$ cat src/rtl/genius_btn_debounce.sv
// Two-flop synchroniser plus shared stability counter for the 3-button bus.
//   clock, reset : rising-edge clock, synchronous active-high reset
//   clear        : restart the stability count (owner FSM changes state)
//   raw[2:0]     : asynchronous active-high buttons
//   stable_vec   : synchronised button vector (bt_s)
//   stable_hit   : one-cycle strobe once bt_s has held its value for
//                  DEBOUNCE_CYCLES cycles since the last change or clear
module genius_btn_debounce #(
    parameter int unsigned DEBOUNCE_CYCLES = 50000
) (
    input  logic       clock,
    input  logic       reset,
    input  logic       clear,
    input  logic [2:0] raw,
    output logic [2:0] stable_vec,
    output logic       stable_hit
);

    // One extra count value lets the counter park past the hit value so the
    // strobe fires only once per stable period.
    localparam int unsigned CntWidth = $clog2(DEBOUNCE_CYCLES + 2);
    localparam logic [CntWidth-1:0] HitCount = CntWidth'(DEBOUNCE_CYCLES);

    logic [2:0]          sync_q;
    logic [2:0]          bt_s_q;
    logic [CntWidth-1:0] cnt_q, cnt_d;
    logic                changing;

    // bt_s is about to take a new value on the next edge.
    assign changing = (sync_q != bt_s_q);

    always_comb begin
        cnt_d = cnt_q;
        if (changing || clear) begin
            cnt_d = '0;
        end else if (cnt_q <= HitCount) begin
            cnt_d = cnt_q + 1'b1;
        end
    end

    always_ff @(posedge clock) begin
        if (reset) begin
            sync_q <= 3'b000;
            bt_s_q <= 3'b000;
            cnt_q  <= '0;
        end else begin
            sync_q <= raw;
            bt_s_q <= sync_q;
            cnt_q  <= cnt_d;
        end
    end

    assign stable_vec = bt_s_q;
    assign stable_hit = !changing && (cnt_q == HitCount);

endmodule

$ cat config.mk
export PLATFORM = sky130hd
export DESIGN_NAME = genius_btn_debounce
export DESIGN_NICKNAME = d
export VERILOG_FILES = /design/src/rtl/genius_btn_debounce.sv
export SDC_FILE = /design/constraint.sdc
export NUM_CORES = 1
export LEC_CHECK = 0
export ABC_AREA = 1
export BUFFER_PORTS_ARGS = -buffer_cell sky130_fd_sc_hd__buf_2
export CAP_MARGIN = 20
export CORE_MARGIN = 2
export CORE_UTILIZATION = 30
export DETAILED_ROUTE_END_ITERATION = 12
export HOLD_SLACK_MARGIN = 0.03
export PLACE_DENSITY = 0.46
export REMOVE_ABC_BUFFERS = 1
export SLEW_MARGIN = 20
export SYNTH_ARGS = -nofsm -noshare
export SYNTH_HDL_FRONTEND = slang
export SYNTH_SLANG_ARGS = --single-unit
$ cat constraint.sdc
create_clock -name clock -period 1.5 [get_ports clock]
set_input_delay 0.225 -clock clock [delete_from_list [all_inputs] [get_ports clock]]
set_output_delay 0.225 -clock clock [all_outputs]
set_load 0.005 [all_outputs]
==> results.txt, run 1 <==
----------------------------------------------------
[Clock tree]
  Clock transition time at the flip-flop clock pins of the worst setup and hold paths ... 0.09 ns
  Clock latency on the worst-skew pair ... 0.27 ns
  Clock tree from TritonCTS ... yes
  TritonCTS Buffers ... 3
  Largest buffer count on any clock path ... 2
  Number of buffers added to fix hold violations after cts ... 0
  H-tree depth reported by CTS ... 1
  Buffer type at the clock tree root ... clkbuf_8
  Num Clock Sinks ... 22

[Critical path]
  Nature of the critical path startpoint ... register
  WP data required ... 1.27 ns
  Endpoint arrival time on the critical path ... 1.26 ns
  Top cell by count, worst path ... nor2_2
  Ordered cell list for the critical path ... nor2_1 -> nand2_1 -> nor2_2 -> nand2_2 -> nor2_2 -> buf_2
  CP max stage delay ... 0.36 ns
  Source of the worst register-to-register timing path ... cnt_q[10]
  Worst setup EP type ... output pin
  Number of cells traversed by the worst register-to-register path ... 9
  Worst-path maximum fanout ... 5
  Standard cell with the maximum stage delay on the critical path ... dfxtp_1
  Flop2flop setup slack ... around 0.08 ns
  Type of the worst setup path ... reg -> out
  Reg-to-reg endpoint ... cnt_q[2]

[Floorplanning]
  DIE WIDTH ... between 60 and 70 um
  IO Count ... 10
  Area enclosed by the die boundary ... 4760 um2
  Die height ... 69 um
  Initial Utilization ... 0.315
  Number of rows in the core area ... 23
  Placeable core region ... 4030 um2

[Yosys]
  Most frequently used flop master after synthesis ... dfxtp_1
  Post-synth top area cell ... dfxtp_1
  Unique masters post-synth ... 22
  Fraction of synthesized cell area taken by the top area cell type ... 0.347
  Cell types with the largest area share after synthesis ... dfxtp_1 35%, nor2_1 14%, nand2_1 13%, inv_1 7.4%, nand3_1 6.7%
  Sequential element share of the synthesized area ... 0.347
  Share of synthesized registers carrying an async set or reset ... 0
  Number of enable flip-flop cells after synthesis ... 0
  Cell area after synthesis ... 1270 um2
  Most common library cells after synthesis ... 48 x nor2_1, 43 x nand2_1, 25 x inv_1, 22 x dfxtp_1, 17 x nand3_1
  Count of state elements after synthesis ... 22
  Synthesized netlist cell count ... 198
  Count leader, synth ... nor2_1
  Count of warnings emitted by yosys ... 0
  Mean instance size in the synthesized netlist ... 6.40 um2

[Cells and area]
  Share of cells above drive strength 1 ... 0.242
  Fin nets ... 232
  Layout Utilization ... 0.393
  Final cell count without fillers ... around 270
  Relative area change from synthesis to final layout ... 24.9%
  # fillers ... 446
  Antenna diode count ... 0

[Timing]
  Achievable frequency ... 675 MHz
  Unrepaired setup endpoints after global routing ... yes
  Final worst-path cycle share ... 0.988
  Count of final setup violators ... 0
  Shortest clock period the worst path allows after layout ... 1.48 ns
  Final number of max-transition violations ... 0
  Max transition margin ... 0.833
  Final number of hold-violating endpoints ... 0
  Actual slew at the worst max-slew pin ... 0.249 ns
  Final Skew ... 0.00699 ns

[Power and ir drop]
  PwrDens ... approximately 690 nW/um2
  Switching Share ... 0.218
  Final Power ... 0.00109 W
  Combinational power share ... 0.056
  Switching power summed over all nets ... 0.000238 W
  Worst ir drop on vdd ... 0.000479 V
  Reg power frac ... 0.546
  Leakage power of the design ... between 0.6 and 0.7 nW
  Clock group share of total power ... 0.398
  Internal power summed over all cells ... about 0.00085 W

[Drt]
  Routed Wire Length ... 2.94 mm
  Detailed-route wire length per cell ... 10.8 um
  DRC viols ... 0
  Vias per inst ... 4.49
  Detail Route Antenna Nets ... 0
  Number of search-and-repair iterations in the first detailed-routing pass ... 4
  Number of DRC markers in iteration 0 ... 126
  Total number of vias ... between 1k and 1.5k

[GRT]
  Global-route wire length before repair ... 4.87 mm
  Pin count of the biggest net entering global routing ... 17
  Number of global-route vias before repair ... 1079
  Antenna violations before repair ... 0
  Gr usage total ... 0.126
  Remaining Overflow, GRT ... 0

[Hold path]
  Startpoint of the tightest hold check path ... raw[2]
  Hold Crit Class ... in -> reg
  Hold Path Sink ... sync_q[2]
  Hold Crit Depth ... 3

[Placed design]
  Number of port buffers ... 9
  Number of cells in the design after placement ... about 260
  Routability congestion estimate ... 0.819
  Detailed placer's ending HPWL ... around 2.0 mm

[Run status]
  Result of the run ... finished clean

[Flow run]
  Reported max-cap violation count ... 0

----------------------------------------------------
state kept, by name, indices dropped and copies added (netlist names):
register / count
sync_q: 3
stable_vec: 3
cnt_q: 16
worst max-delay path by stage:
stage	start	end	depth (start not counted)
6_report	cnt_q[10]	stable_hit	6
5_1_grt	cnt_q[10]	stable_hit	6
4_1_cts	cnt_q[8]	stable_hit	7
3_5_place_dp	cnt_q[0]	cnt_q[9]	9
3_3_place_gp	cnt_q[0]	cnt_q[0]	9
2_1_floorplan	cnt_q[0]	cnt_q[10]	9
power by group through the flow:
stage / Combinational [W] / Clock [W] / Sequential (W)
3_3_place_gp: 0.0000521 / 0 / 0.000613
6_report: 0.0000611 / 0.000434 / 0.000597
3_5_place_dp: 0.0000521 / 0 / 0.000613
5_1_grt: 0.0000716 / 0.000476 / 0.000598
4_1_cts: 0.0000594 / 0.000451 / 0.000599
2_1_floorplan: 0.0000315 / 0 / 0.000612
final cells by class:
class	instances	area, um2	share of cell area
Timing Repair Buffer	24	158	0.0996
Multi-Input combinational cell	146	753	0.476
Sequential cell	22	450	0.285
Inverter	27	104	0.0656
Tap cell	50	62.6	0.0395
Clock buffer	4	55.1	0.0348
metal layers:
metal  track usage  vias to the layer above  routed length (um)
met4        0.0327                        0                  27
li1              -                      664                   -
met5             0                        -                   0
met3        0.0365                        2                 114
met1         0.169                      538                1430
met2         0.197                       21                1360
cells by family (layout without fill, tap and decap cells):
kind of cell / count (synthesis) / in the layout / synth area share
XOR/XNOR: 7 / 7 / 0.0484
flip-flops: 22 / 22 / 0.347
adder cells (fa/ha/maj): 2 / 2 / 0.0197
buffers and inverters: 31 / 55 / 0.108
AND/OR/NAND/NOR: 123 / 124 / 0.423
AO/OA/AOI/OAI: 13 / 13 / 0.0533
timing repair:
item / 4_1_cts / 5_1_grt
endpoints found under the setup margin: 1 / 14
cloned: 0 / 1
resized for setup: 7 / 14
pin swaps: 2 / 2
buffers inserted: 5 / 0
worst max-delay path: cells and delay by family, from the launching register on:
| kind | cells | cell delay (ns) |
|---|---|---|
| buffers and inverters | 1 | 0.11 |
| DFF | 1 | 0.36 |
| and+or+nand+nor | 5 | 0.53 |
layout by cell type (no fill, tap or decap):
cell,n
nand3_2,1
dfxtp_2,5
dfxtp_4,1
a21oi_1,1
nand4_1,5
nor2_2,7
nand3b_1,1
nand3_1,15
xor2_1,4
buf_4,15
nand2_1,43
nand2_4,1
inv_4,1
xnor2_1,3
ha_4,2
inv_2,3
o21ai_1,2
dfxtp_1,16
nand2_2,2
nor2_4,1
nand3_4,1
inv_1,23
nand2_8,1
a21boi_1,1
clkbuf_8,4
nor2_1,46
o21ai_0,9
buf_2,9
stage by stage:
step / worst slack (ns) / hold WS, ns / instance area, um2 / TNS (ns)
4_1_cts: 0.000844 / 0.150 / 1530 / 0
5_1_grt: -0.0575 / 0.149 / 1580 / -0.0661
3_5_place_dp: 0.0217 / 0.430 / 1420 / 0
6_report: 0.0183 / 0.160 / 1580 / 0
3_3_place_gp: 0.0175 / 0.426 / 1420 / 0
2_1_floorplan: 0.219 / 0.296 / 1230 / 0
Note: power is estimated with default switching activity, not from simulation.
==> inputs of run 2 (changes only) <==
ABC_AREA = unset   (was 1)
==> results.txt, run 2 <==
----------------------------------------------------
[Timing]
  Max transition margin ... 0.803 (-0.0303)
  Count of final setup violators ... 16 (+16)
  Worst path setup slack after routing ... -0.373 ns (-0.392 ns)
  Final number of max-transition violations ... 0 (unchanged)
  Unrepaired setup endpoints after global routing ... yes
  Final worst-path cycle share ... 1.25 (+0.261)
  Achievable frequency ... 534 MHz (-21%)
  Final number of hold-violating endpoints ... 0 (unchanged)
  Final Skew ... 0.000784 ns (-0.00621 ns)
  Actual slew at the worst max-slew pin ... 0.291 ns (+0.0418 ns)
  Shortest clock period the worst path allows after layout ... 1.87 ns (+0.392 ns)

[Yosys]
  Share of synthesized registers carrying an async set or reset ... 0 (unchanged)
  Unique masters post-synth ... 36 (+64%)
  Count leader, synth ... dfxtp_1
  Cell types with the largest area share after synthesis ... dfxtp_1 42%, nor2b_1 4.2%, xnor2_1 4.2%, o21ai_0 3.9%, or3_1 3.6%
  Post-synth top area cell ... dfxtp_1
  Mean instance size in the synthesized netlist ... 8.94 um2 (+40%)
  Sequential element share of the synthesized area ... 0.425 (+0.0771)
  Count of warnings emitted by yosys ... 0 (unchanged)
  Fraction of synthesized cell area taken by the top area cell type ... 0.425 (+0.0771)
  Most frequently used flop master after synthesis ... dfxtp_1
  Most common library cells after synthesis ... 22 x dfxtp_1, 8 x nor2_1, 8 x o21ai_0, 7 x a21oi_1, 7 x nor2b_1
  Count of state elements after synthesis ... 22 (unchanged)
  Cell area after synthesis ... 1040 um2 (-18%)
  Number of enable flip-flop cells after synthesis ... 0 (unchanged)
  Synthesized netlist cell count ... 116 (-41%)

[Drt]
  Number of DRC markers in iteration 0 ... 42 (-67%)
  Vias per inst ... 4.99 (+11%)
  Total number of vias ... 1038 (-15%)
  Detail Route Antenna Nets ... 0 (unchanged)
  Detailed-route wire length per cell ... 12.8 um (+19%)
  Routed Wire Length ... 2.67 mm (-9.1%)
  DRC viols ... 0 (unchanged)
  Number of search-and-repair iterations in the first detailed-routing pass ... 4 (unchanged)

[GRT]
  Number of global-route vias before repair ... 990 (-8.2%)
  Gr usage total ... 0.141 (+0.0154)
  Pin count of the biggest net entering global routing ... 14 (-3)
  Antenna violations before repair ... 0 (unchanged)
  Remaining Overflow, GRT ... 0 (unchanged)
  Global-route wire length before repair ... 4.44 mm (-8.8%)

[Power and ir drop]
  Leakage power of the design ... 0.595 nW (-5.9%)
  Worst ir drop on vdd ... 0.000516 V (+7.7%)
  Final Power ... 0.00112 W (+2.6%)
  PwrDens ... 707 nW/um2 (+2.5%)

[Critical path]
  Top cell by count, worst path ... or4_4
  Endpoint arrival time on the critical path ... 2.13 ns (+0.87 ns)
  WP data required ... 1.76 ns (+0.49 ns)
  Ordered cell list for the critical path ... or4_4 -> nand3_2 -> o21ai_2 -> or4_4 -> a21oi_2
  Type of the worst setup path ... reg -> reg
  Worst-path maximum fanout ... 4 (-1)
  Nature of the critical path startpoint ... register
  Worst setup EP type ... register
  Standard cell with the maximum stage delay on the critical path ... or4_4
  CP max stage delay ... 0.58 ns (+0.22 ns)
  Number of cells traversed by the worst register-to-register path ... 5 (-4)

[Cells and area]
  Share of cells above drive strength 1 ... 0.488 (+0.246)
  Most frequent standard cell in the layout excluding fill and tap cells ... buf_4
  # fillers ... 347 (-22%)
  Fin nets ... 171 (-26%)
  Top reg by flops ... cnt_q
  Antenna diode count ... 0 (unchanged)
  Most frequent cells in the layout ... 30 x buf_4, 18 x dfxtp_1, 9 x buf_2, 8 x nor2_1, 7 x nor2b_1
  Flip-flop count of the largest register after layout ... 16 (unchanged)
  Layout Utilization ... 0.475 (+0.0818)
  Relative area change from synthesis to final layout ... 52.7%
  Final cell count without fillers ... 208 (-24%)

[Clock tree]
  Largest buffer count on any clock path ... 2 (unchanged)
  TritonCTS Buffers ... 3 (unchanged)
  Buffer type at the clock tree root ... clkbuf_4
  H-tree depth reported by CTS ... 1 (unchanged)
  Num Clock Sinks ... 22 (unchanged)
  Clock latency on the worst-skew pair ... 0.31 ns (+0.04 ns)
  Clock transition time at the flip-flop clock pins of the worst setup and hold paths ... 0.12 ns (+0.03 ns)
  Number of buffers added to fix hold violations after cts ... 0 (unchanged)
  Clock tree from TritonCTS ... yes

[Placed design]
  Setup WS pre-CTS ... -0.483 ns (-0.504 ns)
  Detailed placer's ending HPWL ... 1.93 mm (-4.3%)
  Routability congestion estimate ... 0.845 (+3.1%)
  Number of cells in the design after placement ... 200 (-24%)
  Number of port buffers ... 9 (unchanged)

[Flow run]
  Reported max-cap violation count ... 0 (unchanged)

[Floorplanning]
  IO Count ... 10 (unchanged)
  DIE WIDTH ... 62.8 um (-9.0%)
  Die height ... 62.8 um (-9.0%)
  Initial Utilization ... 0.311 (-0.00376)
  Number of rows in the core area ... 21 (-8.7%)
  Placeable core region ... 3340 um2 (-17%)
  Area enclosed by the die boundary ... 3940 um2 (-17%)

[Run status]
  Result of the run ... finished, violations left
  Violations in the final reports ... setup timing

[Hold path]
  Hold Crit Depth ... 2 (-1)
  Hold Crit Class ... in -> reg

----------------------------------------------------
-- run 2: worst max-delay path: cells and delay by family (launching register included) --
kind | cells | cell delay, ns
flops | 1 | 0.34
simple gates | 3 | 1.24
compound gates | 2 | 0.24
-- run 2: worst paths after layout --
kind / startpoint / end / slack, ns
setup / recovery: cnt_q[13] / cnt_q[12] / -0.37
hold / removal: raw[1] / sync_q[1] / 0.11
setup reg to reg: cnt_q[13] / cnt_q[12] / -0.37
hold reg to reg: sync_q[2] / stable_vec[2] / 0.49
-- run 2: logic make-up after synthesis --
family / share of synthesized area
simple gates: 0.280
compound gates: 0.166
flops: 0.425
xor+xnor: 0.0676
buf+inv: 0.0374
fa+ha+maj: 0.0241
-- run 2: power by group --
part	switching [W]	internal, W	leakage (nW)	total (W)
combinational	0.0000296	0.0000347	0.386	0.0000643
sequential	0.00000574	0.000594	0.181	0.000599
clock	0.000186	0.000270	0.0279	0.000457
total	0.000222	0.000898	0.595	0.00112
-- run 2: per-stage QoR --
step	cell area [um2]	hold slack [ns]	setup TNS, ns
after CTS	1500	0.101	-4.67
after floorplan	1020	0.297	-4.37
after global routing	1580	0.0956	-5.40
after detailed placement	1360	0.443	-5.82
after global placement	1360	0.441	-5.22
final	1580	0.112	-4.01
-- run 2: cell type report --
type,instances,area [um2],area share
Inverter,5,18.8,0.0118
Clock inverter,1,30.0,0.0190
Timing Repair Buffer,44,327,0.206
Multi-Input combinational cell,87,683,0.431
Sequential cell,22,445,0.281
Clock buffer,3,22.5,0.0142
Tap cell,46,57.6,0.0363
-- run 2: layer usage --
metal  track usage  routed length [um]  vias up
li1              -                   -      522
met4        0.0417                  51        0
met2         0.226                1320       21
met5             0                   0        -
met3        0.0432                  89        4
met1         0.182                1220      491
-- run 2: timing repair --
action | 4_1_cts | 5_1_grt
setup endpoints to repair | 16 | 16
gates cloned | 2 | 0
pin swaps | 6 | 14
buffers inserted | 2 | 1
resized for setup | 14 | 24
==> inputs of run 3 (changes only) <==
CORE_UTILIZATION = 55   (was 30)
CTS_CLUSTER_SIZE = 10   (was unset)
PLACE_DENSITY = 0.75   (was 0.46)
==> results.txt, run 3 (synthesized netlist as in run 2, its figures left out) <==
----------------------------------------------------
[Placed design]
  Instance area at placement ... 1320 um2 (-3.0%)
  Setup WS pre-CTS ... -0.529 ns (-0.0460 ns)
  Number of cells in the design after placement ... 177 (-12%)
  Detailed placer's ending HPWL ... 1.89 mm (-1.9%)
  Routability congestion estimate ... 0.847 (+0.33%)
  Number of port buffers ... 9 (unchanged)

[GRT]
  Remaining Overflow, GRT ... 0 (unchanged)
  Gr usage total ... 0.349 (+0.208)
  Number of global-route vias before repair ... 1127 (+14%)
  Antenna violations before repair ... 0 (unchanged)
  Pin count of the biggest net entering global routing ... 14 (unchanged)
  Global-route wire length before repair ... 5.33 mm (+20%)

[Floorplanning]
  Die height ... 47.4 um (-24%)
  Initial Utilization ... 0.594 (+0.283)
  Area enclosed by the die boundary ... 2250 um2 (-43%)
  IO Count ... 10 (unchanged)
  DIE WIDTH ... 47.4 um (-24%)
  Placeable core region ... 1750 um2 (-48%)
  Number of rows in the core area ... 15 (-29%)

[Timing]
  Final number of hold-violating endpoints ... 0 (unchanged)
  Achievable frequency ... 471 MHz (-12%)
  Max transition margin ... 0.731 (-0.0721)
  Final Skew ... 0.00665 ns (+0.00587 ns)
  Final number of max-transition violations ... 0 (unchanged)
  Worst path setup slack after routing ... -0.624 ns (-0.251 ns)
  Count of final setup violators ... 16 (unchanged)
  Final worst-path cycle share ... 1.42 (+0.167)
  Worst hold slack ... 0.119 ns (+0.00674 ns)
  Unrepaired setup endpoints after global routing ... yes
  Actual slew at the worst max-slew pin ... 0.403 ns (+0.112 ns)
  Total negative slack ... -7.77 ns (-3.76 ns)
  Shortest clock period the worst path allows after layout ... 2.12 ns (+0.251 ns)

[Clock tree]
  Number of buffers added to fix hold violations after cts ... 0 (unchanged)
  Clock latency on the worst-skew pair ... 0.32 ns (about the same)
  H-tree depth reported by CTS ... 1 (unchanged)
  Buffer type at the clock tree root ... clkbuf_4
  Clock transition time at the flip-flop clock pins of the worst setup and hold paths ... 0.14 ns (+0.02 ns)
  TritonCTS Buffers ... 3 (unchanged)
  Num Clock Sinks ... 22 (unchanged)
  Largest buffer count on any clock path ... 2 (unchanged)
  Clock tree from TritonCTS ... yes

[Run status]
  Violations in the final reports ... DRC, setup timing
  Result of the run ... finished, violations left

[Drt]
  DRC viols ... 2 (+2)
  Routed Wire Length ... 3.98 mm (+49%)
  Detailed-route wire length per cell ... 21.3 um (+66%)
  Number of DRC markers in iteration 0 ... 77 (+83%)
  Detail Route Antenna Nets ... 0 (unchanged)
  Vias per inst ... 6.56 (+31%)
  Total number of vias ... 1227 (+18%)
  Number of search-and-repair iterations in the first detailed-routing pass ... 8 (+4)

[Critical path]
  Endpoint arrival time on the critical path ... 2.39 ns (+0.26 ns)
  Worst setup EP type ... register
  WP data required ... 1.77 ns (about the same)
  Standard cell with the maximum stage delay on the critical path ... or3_4
  Flop2flop setup slack ... -0.62 ns (-0.25 ns)
  Sum of buffers and inverters on the critical path ... 3 (+3)
  Nature of the critical path startpoint ... register
  Type of the worst setup path ... reg -> reg
  Ordered cell list for the critical path ... inv_2 -> ha_4 -> nor4bb_4 -> buf_4 -> a32o_2 -> o21ai_4 -> buf_6 -> or3_4 -> a21oi_4
  Top cell family by delay on the critical path ... simple AND/OR/NAND/NOR gates
  Worst-path maximum fanout ... 8 (+4)
  CP max stage delay ... 0.39 ns (-0.19 ns)

[Cells and area]
  Final cell count without fillers ... 187 (-10%)
  Share of cells above drive strength 1 ... 0.494 (+0.00617)
  Most frequent cells in the layout ... 29 x buf_4, 18 x dfxtp_1, 9 x buf_2, 8 x nor2_1
  Fin nets ... 171 (unchanged)
  Top reg by flops ... cnt_q
  Most frequent standard cell in the layout excluding fill and tap cells ... buf_4
  # fillers ... 69 (-80%)
  Final non-filler cell area ... 1600 um2 (+0.95%)
  Flip-flop count of the largest register after layout ... 16 (unchanged)
  Relative area change from synthesis to final layout ... 54.2%
  Antenna diode count ... 0 (unchanged)

[Power and ir drop]
  Reg power frac ... 0.518 (-0.017)
  Leakage power of the design ... 0.596 nW (+0.25%)
  PwrDens ... 726 nW/um2 (+2.6%)
  Internal power summed over all cells ... 0.000905 W (+0.76%)
  Combinational power share ... 0.069 (+0.012)
  Clock group share of total power ... 0.413 (+0.005)
  Switching Share ... 0.220 (+0.0219)
  Worst ir drop on vdd ... 0.000666 V (+29%)
  Switching power summed over all nets ... 0.000255 W (+15%)

[Flow run]
  Reported max-cap violation count ... 0 (unchanged)

[Hold path]
  Hold Crit Class ... in -> reg

----------------------------------------------------
[run 3: cell types whose count changed in the layout (fill, tap and decap cells not counted)]
cell | previous run | this run
a21oi_1 | 3 | 2
a21oi_4 | 0 | 1
buf_4 | 30 | 29
buf_6 | 5 | 7
ha_2 | 1 | 0
ha_4 | 0 | 1
o21ai_0 | 5 | 6
o21ai_2 | 2 | 0
o311ai_1 | 1 | 0
o311ai_4 | 0 | 1
[run 3: path summary, 6_finish.rpt]
path / from / end / cells after the start
worst max-delay path: cnt_q[1] / cnt_q[6] / 9
worst min-delay path: raw[1] / sync_q[1] / 2
worst max register to register: cnt_q[1] / cnt_q[6] / 9
worst min register to register: sync_q[1] / stable_vec[1] / 1
[run 3: power groups by stage]
stage | sequential, W | clock, W | combinational (W)
6_report | 0.000601 | 0.000479 | 0.0000797
3_5_place_dp | 0.000612 | 0 | 0.0000606
5_1_grt | 0.000602 | 0.000504 | 0.0000840
3_3_place_gp | 0.000611 | 0 | 0.0000591
4_1_cts | 0.000600 | 0.000466 | 0.0000688
2_1_floorplan | 0.000612 | 0 | 0.0000248
[run 3: cell type report]
cell class | instances | area [um2] | area share
multi-input cells | 86 | 709 | 0.444
flip-flops and latches | 22 | 445 | 0.279
repair buffers | 45 | 342 | 0.214
well taps | 25 | 31.3 | 0.0196
clock inverters | 1 | 30.0 | 0.0188
clock buffers | 3 | 22.5 | 0.0141
inverters | 5 | 18.8 | 0.0117
[run 3: metal layers]
metal | vias to the layer above | wire (um) | global-route usage
li1 | 524 | - | -
met1 | 596 | 1510 | 0.403
met2 | 85 | 1950 | 0.557
met3 | 22 | 317 | 0.109
met4 | 0 | 199 | 0.222
met5 | - | 0 | 0
[run 3: through the flow]
stage	power, W	utilization
detailed placement	0.000673	0.756
global placement	0.000670	0.756
CTS	0.00114	0.880
global route	0.00119	0.916
finish	0.00116	0.916
floorplan	0.000637	-
[run 3: timing repair]
action	in CTS	in global routing
pin swaps	14	15
resized for setup	30	13
setup buffers	4	1
endpoints found under the setup margin	16	16
cloned	1	0
